### src/rtl/alu_pkg.sv
// Shared types for the sequential ALU: op codes, flag bit positions and FSM states.
package alu_pkg;

   typedef enum logic [2:0] {
      OP_SUMA  = 3'b000,
      OP_RESTA = 3'b001,
      OP_OR    = 3'b010,
      OP_AND   = 3'b011,
      OP_XOR   = 3'b100,
      OP_SHL   = 3'b101,
      OP_SHR   = 3'b110,
      OP_MUL   = 3'b111
   } op_alu_t;

   localparam int FLAG_N = 3;
   localparam int FLAG_Z = 2;
   localparam int FLAG_C = 1;
   localparam int FLAG_V = 0;

   typedef enum logic {
      REPOSO = 1'b0,
      MULT   = 1'b1
   } estado_alu_t;

endpackage

### src/rtl/alu_secuencial_if.sv
// Operand/handshake/result bundle between the control path and the sequential ALU.
interface alu_secuencial_if #(parameter int N_BITS = 8) ();

   logic [N_BITS-1:0] entrada_a;
   logic [N_BITS-1:0] entrada_b;
   logic [2:0]        operacion;
   logic              inicio;
   logic              ocupado;
   logic              listo;
   logic [N_BITS-1:0] resultado;
   logic [3:0]        flags;

   modport master (
      output entrada_a, entrada_b, operacion, inicio,
      input  ocupado, listo, resultado, flags
   );

   modport slave (
      input  entrada_a, entrada_b, operacion, inicio,
      output ocupado, listo, resultado, flags
   );

endinterface

### src/rtl/alu_mult_serie.sv
// Serial shift-add multiplier: one partial product per cycle, N_BITS cycles per product.
module alu_mult_serie #(
   parameter int N_BITS = 8
) (
   input  logic                  clk,
   input  logic                  reset,
   input  logic                  inicio,
   input  logic [N_BITS-1:0]     a,
   input  logic [N_BITS-1:0]     b,
   output logic [2*N_BITS-1:0]   producto,
   output logic                  fin
);

   localparam int CW = $clog2(N_BITS);

   logic [2*N_BITS-1:0] acum;
   logic [2*N_BITS-1:0] acum_sig;
   logic [2*N_BITS-1:0] multiplicando;
   logic [N_BITS-1:0]   multiplicador;
   logic [CW-1:0]       cuenta;
   logic                activo;

   // producto exposes the value the last step will write, so the caller can register it on that same edge
   assign acum_sig = multiplicador[0] ? (acum + multiplicando) : acum;
   assign producto = acum_sig;
   assign fin      = activo && (cuenta == CW'(N_BITS - 1));

   always_ff @(posedge clk) begin
      if (reset) begin
         acum          <= '0;
         multiplicando <= '0;
         multiplicador <= '0;
         cuenta        <= '0;
         activo        <= 1'b0;
      end else if (inicio) begin
         acum          <= '0;
         multiplicando <= {{N_BITS{1'b0}}, a};
         multiplicador <= b;
         cuenta        <= '0;
         activo        <= 1'b1;
      end else if (activo) begin
         acum          <= acum_sig;
         multiplicando <= multiplicando << 1;
         multiplicador <= multiplicador >> 1;
         cuenta        <= cuenta + CW'(1);
         if (fin) begin
            activo <= 1'b0;
         end
      end
   end

endmodule

### src/rtl/alu_secuencial.sv
// Registered, handshaked ALU with N/Z/C/V flags. Define ALU_MUL_EN to build op 111 as a serial multiply;
// otherwise op 111 completes in one cycle with a zero result.
module alu_secuencial
   import alu_pkg::*;
#(
   parameter int N_BITS = 8
) (
   input  logic             clk,
   input  logic             reset,
   alu_secuencial_if.slave  bus
);

   op_alu_t           op;
   logic [N_BITS-1:0] a;
   logic [N_BITS-1:0] b;
   logic [N_BITS:0]   suma;
   logic [N_BITS-1:0] resta;
   logic [N_BITS:0]   shl_w;
   logic [N_BITS:0]   shr_w;
   logic [N_BITS-1:0] res_alu;
   logic              c_alu;
   logic              v_alu;
   logic [N_BITS-1:0] res_fin;
   logic              c_fin;
   logic              v_fin;
   logic              completa;
   logic [N_BITS-1:0] resultado_q;
   logic [3:0]        flags_q;
   logic              listo_q;

   assign op    = op_alu_t'(bus.operacion);
   assign a     = bus.entrada_a;
   assign b     = bus.entrada_b;
   assign suma  = {1'b0, a} + {1'b0, b};
   assign resta = a - b;

   // One guard bit on each side catches the last bit shifted out; oversized amounts shift everything away
   assign shl_w = {1'b0, a} << b;
   assign shr_w = {a, 1'b0} >> b;

   always_comb begin
      res_alu = '0;
      c_alu   = 1'b0;
      v_alu   = 1'b0;
      case (op)
         OP_SUMA: begin
            res_alu = suma[N_BITS-1:0];
            c_alu   = suma[N_BITS];
            v_alu   = (a[N_BITS-1] == b[N_BITS-1]) && (suma[N_BITS-1] != a[N_BITS-1]);
         end
         OP_RESTA: begin
            res_alu = resta;
            c_alu   = (a >= b);
            v_alu   = (a[N_BITS-1] != b[N_BITS-1]) && (resta[N_BITS-1] != a[N_BITS-1]);
         end
         OP_OR:   res_alu = a | b;
         OP_AND:  res_alu = a & b;
         OP_XOR:  res_alu = a ^ b;
         OP_SHL: begin
            res_alu = shl_w[N_BITS-1:0];
            c_alu   = shl_w[N_BITS];
         end
         OP_SHR: begin
            res_alu = shr_w[N_BITS:1];
            c_alu   = shr_w[0];
         end
         default: ;
      endcase
   end

`ifdef ALU_MUL_EN
   estado_alu_t         estado;
   estado_alu_t         estado_sig;
   logic                arranque;
   logic                carga;
   logic                carga_mult;
   logic [2*N_BITS-1:0] producto;
   logic                fin;

   always_ff @(posedge clk) begin
      if (reset) begin
         estado <= REPOSO;
      end else begin
         estado <= estado_sig;
      end
   end

   // inicio is only looked at in REPOSO, so strobes during a multiply fall on the floor
   always_comb begin
      estado_sig = estado;
      arranque   = 1'b0;
      carga      = 1'b0;
      carga_mult = 1'b0;
      case (estado)
         REPOSO: begin
            if (bus.inicio) begin
               if (op == OP_MUL) begin
                  arranque   = 1'b1;
                  estado_sig = MULT;
               end else begin
                  carga = 1'b1;
               end
            end
         end
         MULT: begin
            if (fin) begin
               carga_mult = 1'b1;
               estado_sig = REPOSO;
            end
         end
         default: estado_sig = REPOSO;
      endcase
   end

   alu_mult_serie #(.N_BITS(N_BITS)) u_mult (
      .clk      (clk),
      .reset    (reset),
      .inicio   (arranque),
      .a        (a),
      .b        (b),
      .producto (producto),
      .fin      (fin)
   );

   assign bus.ocupado = (estado == MULT);
   assign completa    = carga | carga_mult;

   always_comb begin
      res_fin = res_alu;
      c_fin   = c_alu;
      v_fin   = v_alu;
      if (carga_mult) begin
         res_fin = producto[N_BITS-1:0];
         c_fin   = |producto[2*N_BITS-1:N_BITS];
         v_fin   = 1'b0;
      end
   end
`else
   assign bus.ocupado = 1'b0;
   assign completa    = bus.inicio;
   assign res_fin     = res_alu;
   assign c_fin       = c_alu;
   assign v_fin       = v_alu;
`endif

   // Result and flags move together and only on a completion edge
   always_ff @(posedge clk) begin
      if (reset) begin
         resultado_q <= '0;
         flags_q     <= 4'b0000;
         listo_q     <= 1'b0;
      end else begin
         listo_q <= completa;
         if (completa) begin
            resultado_q     <= res_fin;
            flags_q[FLAG_N] <= res_fin[N_BITS-1];
            flags_q[FLAG_Z] <= (res_fin == '0);
            flags_q[FLAG_C] <= c_fin;
            flags_q[FLAG_V] <= v_fin;
         end
      end
   end

   assign bus.resultado = resultado_q;
   assign bus.flags     = flags_q;
   assign bus.listo     = listo_q;

endmodule
### src/flat_wrapper.sv
// flat-port wrapper written by rule: the top's interface ports become plain ports
module alu_secuencial_flat import alu_pkg::*;
#(
   parameter int N_BITS = 8
)
  (clk, reset, bus_entrada_a, bus_entrada_b, bus_operacion, bus_inicio, bus_ocupado, bus_listo, bus_resultado, bus_flags);
  alu_secuencial_if #(.N_BITS(N_BITS)) bus_i ();
  input  logic clk;
  input  logic reset;
  input wire logic [$bits(bus_i.entrada_a)-1:0] bus_entrada_a;
  input wire logic [$bits(bus_i.entrada_b)-1:0] bus_entrada_b;
  input wire logic [$bits(bus_i.operacion)-1:0] bus_operacion;
  input wire logic [$bits(bus_i.inicio)-1:0] bus_inicio;
  output wire logic [$bits(bus_i.ocupado)-1:0] bus_ocupado;
  output wire logic [$bits(bus_i.listo)-1:0] bus_listo;
  output wire logic [$bits(bus_i.resultado)-1:0] bus_resultado;
  output wire logic [$bits(bus_i.flags)-1:0] bus_flags;
  assign bus_i.entrada_a = bus_entrada_a;
  assign bus_i.entrada_b = bus_entrada_b;
  assign bus_i.operacion = bus_operacion;
  assign bus_i.inicio = bus_inicio;
  assign bus_ocupado = bus_i.ocupado;
  assign bus_listo = bus_i.listo;
  assign bus_resultado = bus_i.resultado;
  assign bus_flags = bus_i.flags;
  alu_secuencial #(.N_BITS(N_BITS)) u_core (.clk(clk), .reset(reset), .bus(bus_i));
endmodule
### config.mk
export PLATFORM = sky130hd
export DESIGN_NAME = alu_secuencial_flat
export DESIGN_NICKNAME = d
export VERILOG_FILES = /design/src/rtl/alu_pkg.sv /design/src/rtl/alu_secuencial_if.sv /design/src/rtl/alu_mult_serie.sv /design/src/rtl/alu_secuencial.sv /design/src/flat_wrapper.sv
export SDC_FILE = /design/constraint.sdc
export NUM_CORES = 1
export LEC_CHECK = 0
export ABC_AREA = 0
export CAP_MARGIN = 20
export CORE_MARGIN = 1
export CORE_UTILIZATION = 40
export CTS_CLUSTER_SIZE = 8
export DETAILED_ROUTE_END_ITERATION = 6
export SLEW_MARGIN = 20
export SYNTH_ARGS = -nofsm -noshare
export SYNTH_HDL_FRONTEND = slang
export SYNTH_SLANG_ARGS = --single-unit
### constraint.sdc
create_clock -name clk -period 3.95 [get_ports clk]
set_input_delay 0.395 -clock clk [delete_from_list [all_inputs] [get_ports clk]]
set_output_delay 0.395 -clock clk [all_outputs]
set_load 0.01 [all_outputs]
==> results_dict.tcl, run 1 <==
set metrics [dict create \
    antenna_cells 0 \
    vdd_ir_drop_max_mv 0.1792 \
    io_pins 36 \
    cp_cell_sequence "clkdlybuf4s50_1 > inv_1 > ha_1 > nor3_2 > a2111oi_2 > nor4_1 > a2111oi_2 > nand3b_1 > nand3b_1 > o32ai_2" \
    synth-edff-count 0 \
    ctsHoldBuffers 0 \
    fp.dieArea_mm2 0.006795 \
    postCtsSetupBuffers 0 \
    reg2regPathDepth 3 \
    crit_path_max_incr_delay_ns 0.67 \
    layout-drive-gt1-share 0.1076 \
    cts-root-buf "clkbuf_8" \
    synthArstFlopShare 0 \
    synth_ff_type "dfxtp_1" \
    synth-simple-area-share 0.2398 \
    core_area_mm2 0.006096 \
    hp-class "flip-flop to flip-flop" \
    max_slew_margin 0.4796 \
    num_rows 28 \
    grt_max_degree 29 \
    nets 407 \
    synth_nets 385 \
    gp_routability_congestion 0.8675 \
    cts_tree "done" \
    fp.dieH_um 82.43 \
    grt_util_met2 0.3636 \
    setup_ws_ns 0.8193 \
    yosysTopAreaCellShare 0.1354 \
    syn_inst 333 \
    end_kind "flip-flop" \
    dpl.hpwl_um 5930 \
    synth_xor_area_frac 0.01354 \
    grt_pass1_vias 2259 \
    rsz0062_at_grt "false" \
    clock.fmax_ghz 0.3194 \
    min-delay-start "u_core.bus.flags[0]$_SDFFE_PP0P_" \
    met3_usage 0.02527 \
    dp_cells 425 \
    grtUsageMet1 0.3325 \
    cts-resized-gates 0 \
    cts.clk_slew.worst_paths_ns 0.05 \
    synth_top_family_by_area "compound AO/OA/AOI/OAI gates" \
    max_cap_viol_count 0 \
    synth-compound-area-share 0.2756 \
    netlist_top_cells_count "ha_1, inv_1, nand2_1, a21oi_1, nor2_1" \
    worstPathRequired_ns 4.09 \
    yosysTopAreaCell "ha_1" \
    drt-vias-per-instance 6.072 \
    crit_buf_inv 2 \
    grt_busiest_layer "met2" \
    synth_area_leaders "ha_1, dfxtp_1, mux4_2" \
    r2r_end "u_core.bus.flags[1]$_SDFFE_PP0P_" \
    track_usage 0.2320 \
    portBuffers 34 \
    first_pass_iters 5 \
    start_kind "input pin" \
    die_w_um 82.43 \
    worstMarginPinSlew_ns 0.7782 \
    yosys.area_share.adder 0.1509 \
    power.density_mw_per_mm2 184.6 \
    syn-cell-area_mm2 0.002587 \
    area_growth_pct 14.85 \
    placed_area_mm2 0.002930 \
    routed_wirelength_um 7520 \
    final_cell_area_mm2 0.002972 \
    setup_viol 0 \
    muxShareOfSynthArea 0.1194 \
    synth-seq-cells 12 \
    clockBufferDepth 2 \
    dp_slack_ns 0.5653 \
    r2r_setup_slack_ns 3.14 \
    stdcell_count 428 \
    htree_num_levels 1 \
    yosysMostFrequentCell "ha_1" \
    vias 2599 \
    cts_buffers 3 \
    skew_ns 0 \
    grt_pass1_wl_um 11760 \
    finalHoldViolations 0 \
    crit_family "compound AO/OA/AOI/OAI gates" \
    ant_nets 0 \
    startpoint "bus_entrada_b[3]" \
    fin_hold_ws_ns 0.4745 \
    arrival_ns 3.27 \
    drc 0 \
    min_path_cells 2 \
    path_max_fanout 11 \
    yosys_warnings 0 \
    seq_area_frac_synth 0.09284 \
    tns_ns 0 \
    worstSetupPathType "input pin to flip-flop" \
    p_leak_nw 1.205 \
    clock_sinks 12 \
    hold-path-endpoint "u_core.bus.flags[0]$_SDFFE_PP0P_" \
    avgSynthCellArea_um2 7.770 \
    r2r-start "u_core.bus.flags[1]$_SDFFE_PP0P_" \
    antenna_found_initial 0 \
    slowest_stage "clkdlybuf4s50_1" \
    initial_core_util 0.4245 \
    overflow 0 \
    ys_types 69 \
    finalCritPeriodShare 0.7926 \
    drv_slew 0 \
    status "finished, final reports clean" \
    fillers 603 \
    wl_per_cell_um 17.57 \
    drt_iter0_drc 228 \
    insertion_delay_ns 0.23 \
    period_needed_ns 3.131 \
]
==> worst max path at each step <==
stage                                       endpoint  cells past startpoint
floorplan           u_core.bus.flags[1]$_SDFFE_PP0P_                     12
finish              u_core.bus.flags[2]$_SDFFE_PP0P_                     10
global placement    u_core.bus.flags[2]$_SDFFE_PP0P_                     10
detailed placement  u_core.bus.flags[2]$_SDFFE_PP0P_                     10
CTS                 u_core.bus.flags[2]$_SDFFE_PP0P_                     10
global route        u_core.bus.flags[2]$_SDFFE_PP0P_                     10
==> cell usage in the layout (no fill, tap or decap), types with 4 or more instances in the layout <==
master           netlist  layout
clkdlybuf4s50_1        0      34
ha_1                  28      28
inv_1                 27      27
nand2_1               25      25
a21oi_1               19      19
nor2_1                19      19
o21ai_0               15      15
nand3_1               14      14
dfxtp_1               12      12
buf_4                  4      11
nor2b_1               10      10
mux4_2                 9       9
a211oi_1               8       8
nor3_1                 7       7
nand2b_1               6       6
and3_1                 6       6
a31oi_1                5       5
mux2i_1                5       5
o211a_1                5       5
a21o_1                 4       4
o22ai_1                4       4
o211ai_1               4       4
nand3b_1               4       4
a32oi_1                4       4
==> layout make-up <==
type | instances | area (um2) | area share
inverter | 27 | 101.3 | 0.03411
timing repair buffer | 45 | 422.9 | 0.1423
sequential | 12 | 240.2 | 0.08084
multi-input combinational | 266 | 2072 | 0.6973
tap | 75 | 93.84 | 0.03158
clock buffer | 3 | 41.29 | 0.01389
==> flip-flops by register name, indices dropped and copies added (netlist names) <==
name and cells:
u_core.bus.resultado 7, u_core.bus.flags 4, u_core.bus.listo 1
==> worst register-to-register path: cells and delay by family (launching register included) <==
kind / cells / cell delay, ns
AO/OA/AOI/OAI: 2 / 0.31
flip-flops: 1 / 0.35
AND/OR/NAND/NOR: 1 / 0.08
==> through the flow <==
stage / total power (W) / utilization
after floorplan: 0.0003393 / -
after global placement: 0.0004382 / 0.4807
final: 0.0005486 / 0.4875
after detailed placement: 0.0004387 / 0.4807
after global routing: 0.0005867 / 0.4875
after CTS: 0.0005497 / 0.4875
==> power breakdown <==
group	internal (W)	total [W]	switching, W
logic	0.000135	0.000308	0.000174
clock network	0.0000669	0.000108	0.0000411
registers	0.000129	0.000132	0.00000354
==> routing by layer <==
layer  share of wire  vias up
met5               0        -
met4           0.023        0
met3           0.056       16
met2            0.45      111
met1            0.47     1196
li1                -     1276
==> cell families (layout without fill, tap and decap cells) <==
kind of cell / count (synthesis) / after routing
buf+inv: 55 / 75
compound gates: 97 / 97
flops: 12 / 12
xor+xnor: 4 / 4
mux: 19 / 19
fa+ha+maj: 30 / 30
simple gates: 115 / 115
other cells: 1 / 1
(Power assumes the default switching activity.)
==> run 2, diff against run 1 <==
==> constraint.sdc (replaced) <==
create_clock -name clk -period 3 [get_ports clk]
set_input_delay 0.3 -clock clk [delete_from_list [all_inputs] [get_ports clk]]
set_output_delay 0.3 -clock clk [all_outputs]
set_load 0.01 [all_outputs]
==> run 2 against run 1 <==
Worst hold slack got worse by 0.0046 ns. Sequential power increased by 32%. Utilization increased by 4.4 points. First-iteration DRC count decreased by 28%. Cell area increased by 9.1%. Clock power increased by 62%. Power increased by 46%. Cell count increased by 8.2%. Combinational power increased by 47%. Register-to-register slack got worse by 0.92 ns. Critical endpoint unchanged. Highest routed layer unchanged.
==> results_dict.tcl, run 2 (same netlist as run 1, synthesis figures left out) <==
set metrics [dict create \
    status "finished, final reports clean" \
    final_cell_mix "buf_4, clkdlybuf4s50_1, ha_1" \
    highest_layer "met4" \
    gp_routability_congestion 0.9800 \
    hp-class "flip-flop to flip-flop" \
    fp.dieArea_mm2 0.006795 \
    nets 441 \
    core_area_mm2 0.006096 \
    start_kind "input pin" \
    tns_ns 0 \
    finalCritPeriodShare 0.9116 \
    cts_buffers 3 \
    period_needed_ns 2.735 \
    drc 0 \
    clock.fmax_ghz 0.3657 \
    p_leak_nw 1.377 \
    power.density_mw_per_mm2 247.2 \
    drt-vias-per-instance 5.862 \
    finalHoldViolations 0 \
    die_w_um 82.43 \
    layout_commonest_cell "buf_4" \
    drv_slew 0 \
    startpoint "bus_entrada_b[2]" \
    track_usage 0.2520 \
    cp-endpoint "u_core.bus.flags[2]$_SDFFE_PP0P_" \
    drt-met1-wl_um 3676 \
    setup_ws_ns 0.2652 \
    wl_per_cell_um 17.13 \
    vdd_ir_drop_max_mv 0.2688 \
    ctsHoldBuffers 0 \
    ant_nets 0 \
    worstPathRequired_ns 3.15 \
    rsz0062_at_grt "false" \
    arrival_ns 2.89 \
    met3WireLength_um 483 \
    crit_buf_inv 3 \
    antenna_found_initial 0 \
    postCtsSetupBuffers 0 \
    reg2regPathDepth 3 \
    insertion_delay_ns 0.24 \
    r2r_end "u_core.bus.flags[1]$_SDFFE_PP0P_" \
    wl_met2_um 3575 \
    initial_core_util 0.4245 \
    cp_cell_sequence "clkdlybuf4s50_1 > inv_1 > ha_1 > buf_4 > nor2b_1 > a221oi_1 > o2bb2ai_1 > a211oi_1 > and4b_1 > nand3_1 > o32ai_2" \
    htree_num_levels 1 \
    first_pass_iters 4 \
    portBuffers 34 \
    r2r_setup_slack_ns 2.22 \
    largest_reg_flops 7 \
    area_growth_pct 25.24 \
    cts.clk_slew.worst_paths_ns 0.05 \
    clockBufferDepth 2 \
    end_kind "flip-flop" \
    crit_family "compound AO/OA/AOI/OAI gates" \
    setup_viol 0 \
    max_cap_viol_count 0 \
    grt_pass1_vias 2555 \
    io_pins 36 \
    fp.dieH_um 82.43 \
    grt_pass1_wl_um 12880 \
    cts_tree "done" \
    stdcell_count 463 \
    min-delay-start "u_core.bus.flags[0]$_SDFFE_PP0P_" \
    worstSetupPathType "input pin to flip-flop" \
    skew_ns 0 \
    cts-root-buf "clkbuf_8" \
    fin_hold_ws_ns 0.4699 \
    r2r-start "u_core.bus.flags[1]$_SDFFE_PP0P_" \
    path_max_fanout 7 \
    slowest_stage "clkdlybuf4s50_1" \
    vias 2714 \
    grt_max_degree 25 \
    antenna_cells 0 \
    crit_path_max_incr_delay_ns 0.48 \
    overflow 0 \
    dp_slack_ns 0.01030 \
    routed_wirelength_um 7931 \
    dpl.hpwl_um 6588 \
    cts-resized-gates 0 \
    drt_iter0_drc 165 \
    dp_cells 459 \
    num_rows 28 \
    layout-drive-gt1-share 0.1881 \
    clock_sinks 12 \
    path_depth 11 \
]
run 2: cell count changes in the layout (fill, tap and decap cells not counted):
cell | previous run | this run
clkbuf_8 | 3 | 4
buf_4 | 11 | 45
run 2: worst min path at each step:
stage	endpoint	slack (ns)	depth (start not counted)
after floorplan	u_core.bus.listo$_SDFF_PP0_	0.37	1
after global placement	u_core.bus.flags[0]$_SDFFE_PP0P_	0.46	2
after detailed placement	u_core.bus.flags[0]$_SDFFE_PP0P_	0.46	2
after CTS	u_core.bus.flags[0]$_SDFFE_PP0P_	0.47	2
after global routing	u_core.bus.resultado[6]$_SDFFE_PP0P_	0.51	2
final	u_core.bus.flags[0]$_SDFFE_PP0P_	0.47	2
run 2: worst reg2reg max path, delay by kind of cell, from the launching register on:
family | cells | cell delay (ns)
compound gates | 2 | 0.31
flops | 1 | 0.33
simple gates | 1 | 0.07
run 2: where the power goes:
group,leakage (nW),total (W),internal [W],switching [W]
sequential,0.0987,0.000174,0.000170,0.00000450
clock,0.0288,0.000175,0.000116,0.0000591
combinational,1.25,0.000452,0.000213,0.000238
run 2: area by class of cell:
| cell class | count | area (um2) |
|---|---|---|
| repair buffers | 79 | 678.2 |
| clock buffers | 4 | 55.05 |
| multi-input cells | 266 | 2072 |
| inverters | 27 | 101.3 |
| flip-flops and latches | 12 | 240.2 |
| fillers | 604 | 2855 |
| well taps | 75 | 93.84 |
run 2: metrics by stage:
stage	cell area [um2]	utilization	power (W)
finish	3241	0.5316	0.0008010
global route	3241	0.5316	0.0008574
floorplan	2587	-	0.0004467
CTS	3241	0.5316	0.0008029
global placement	3186	0.5226	0.0006229
detailed placement	3186	0.5226	0.0006256
run 2: per-layer routing:
layer,vias up,GRT usage
met2,114,0.4116
li1,1337,-
met4,0,0.06316
met1,1247,0.3428
met3,16,0.04066
met5,-,0
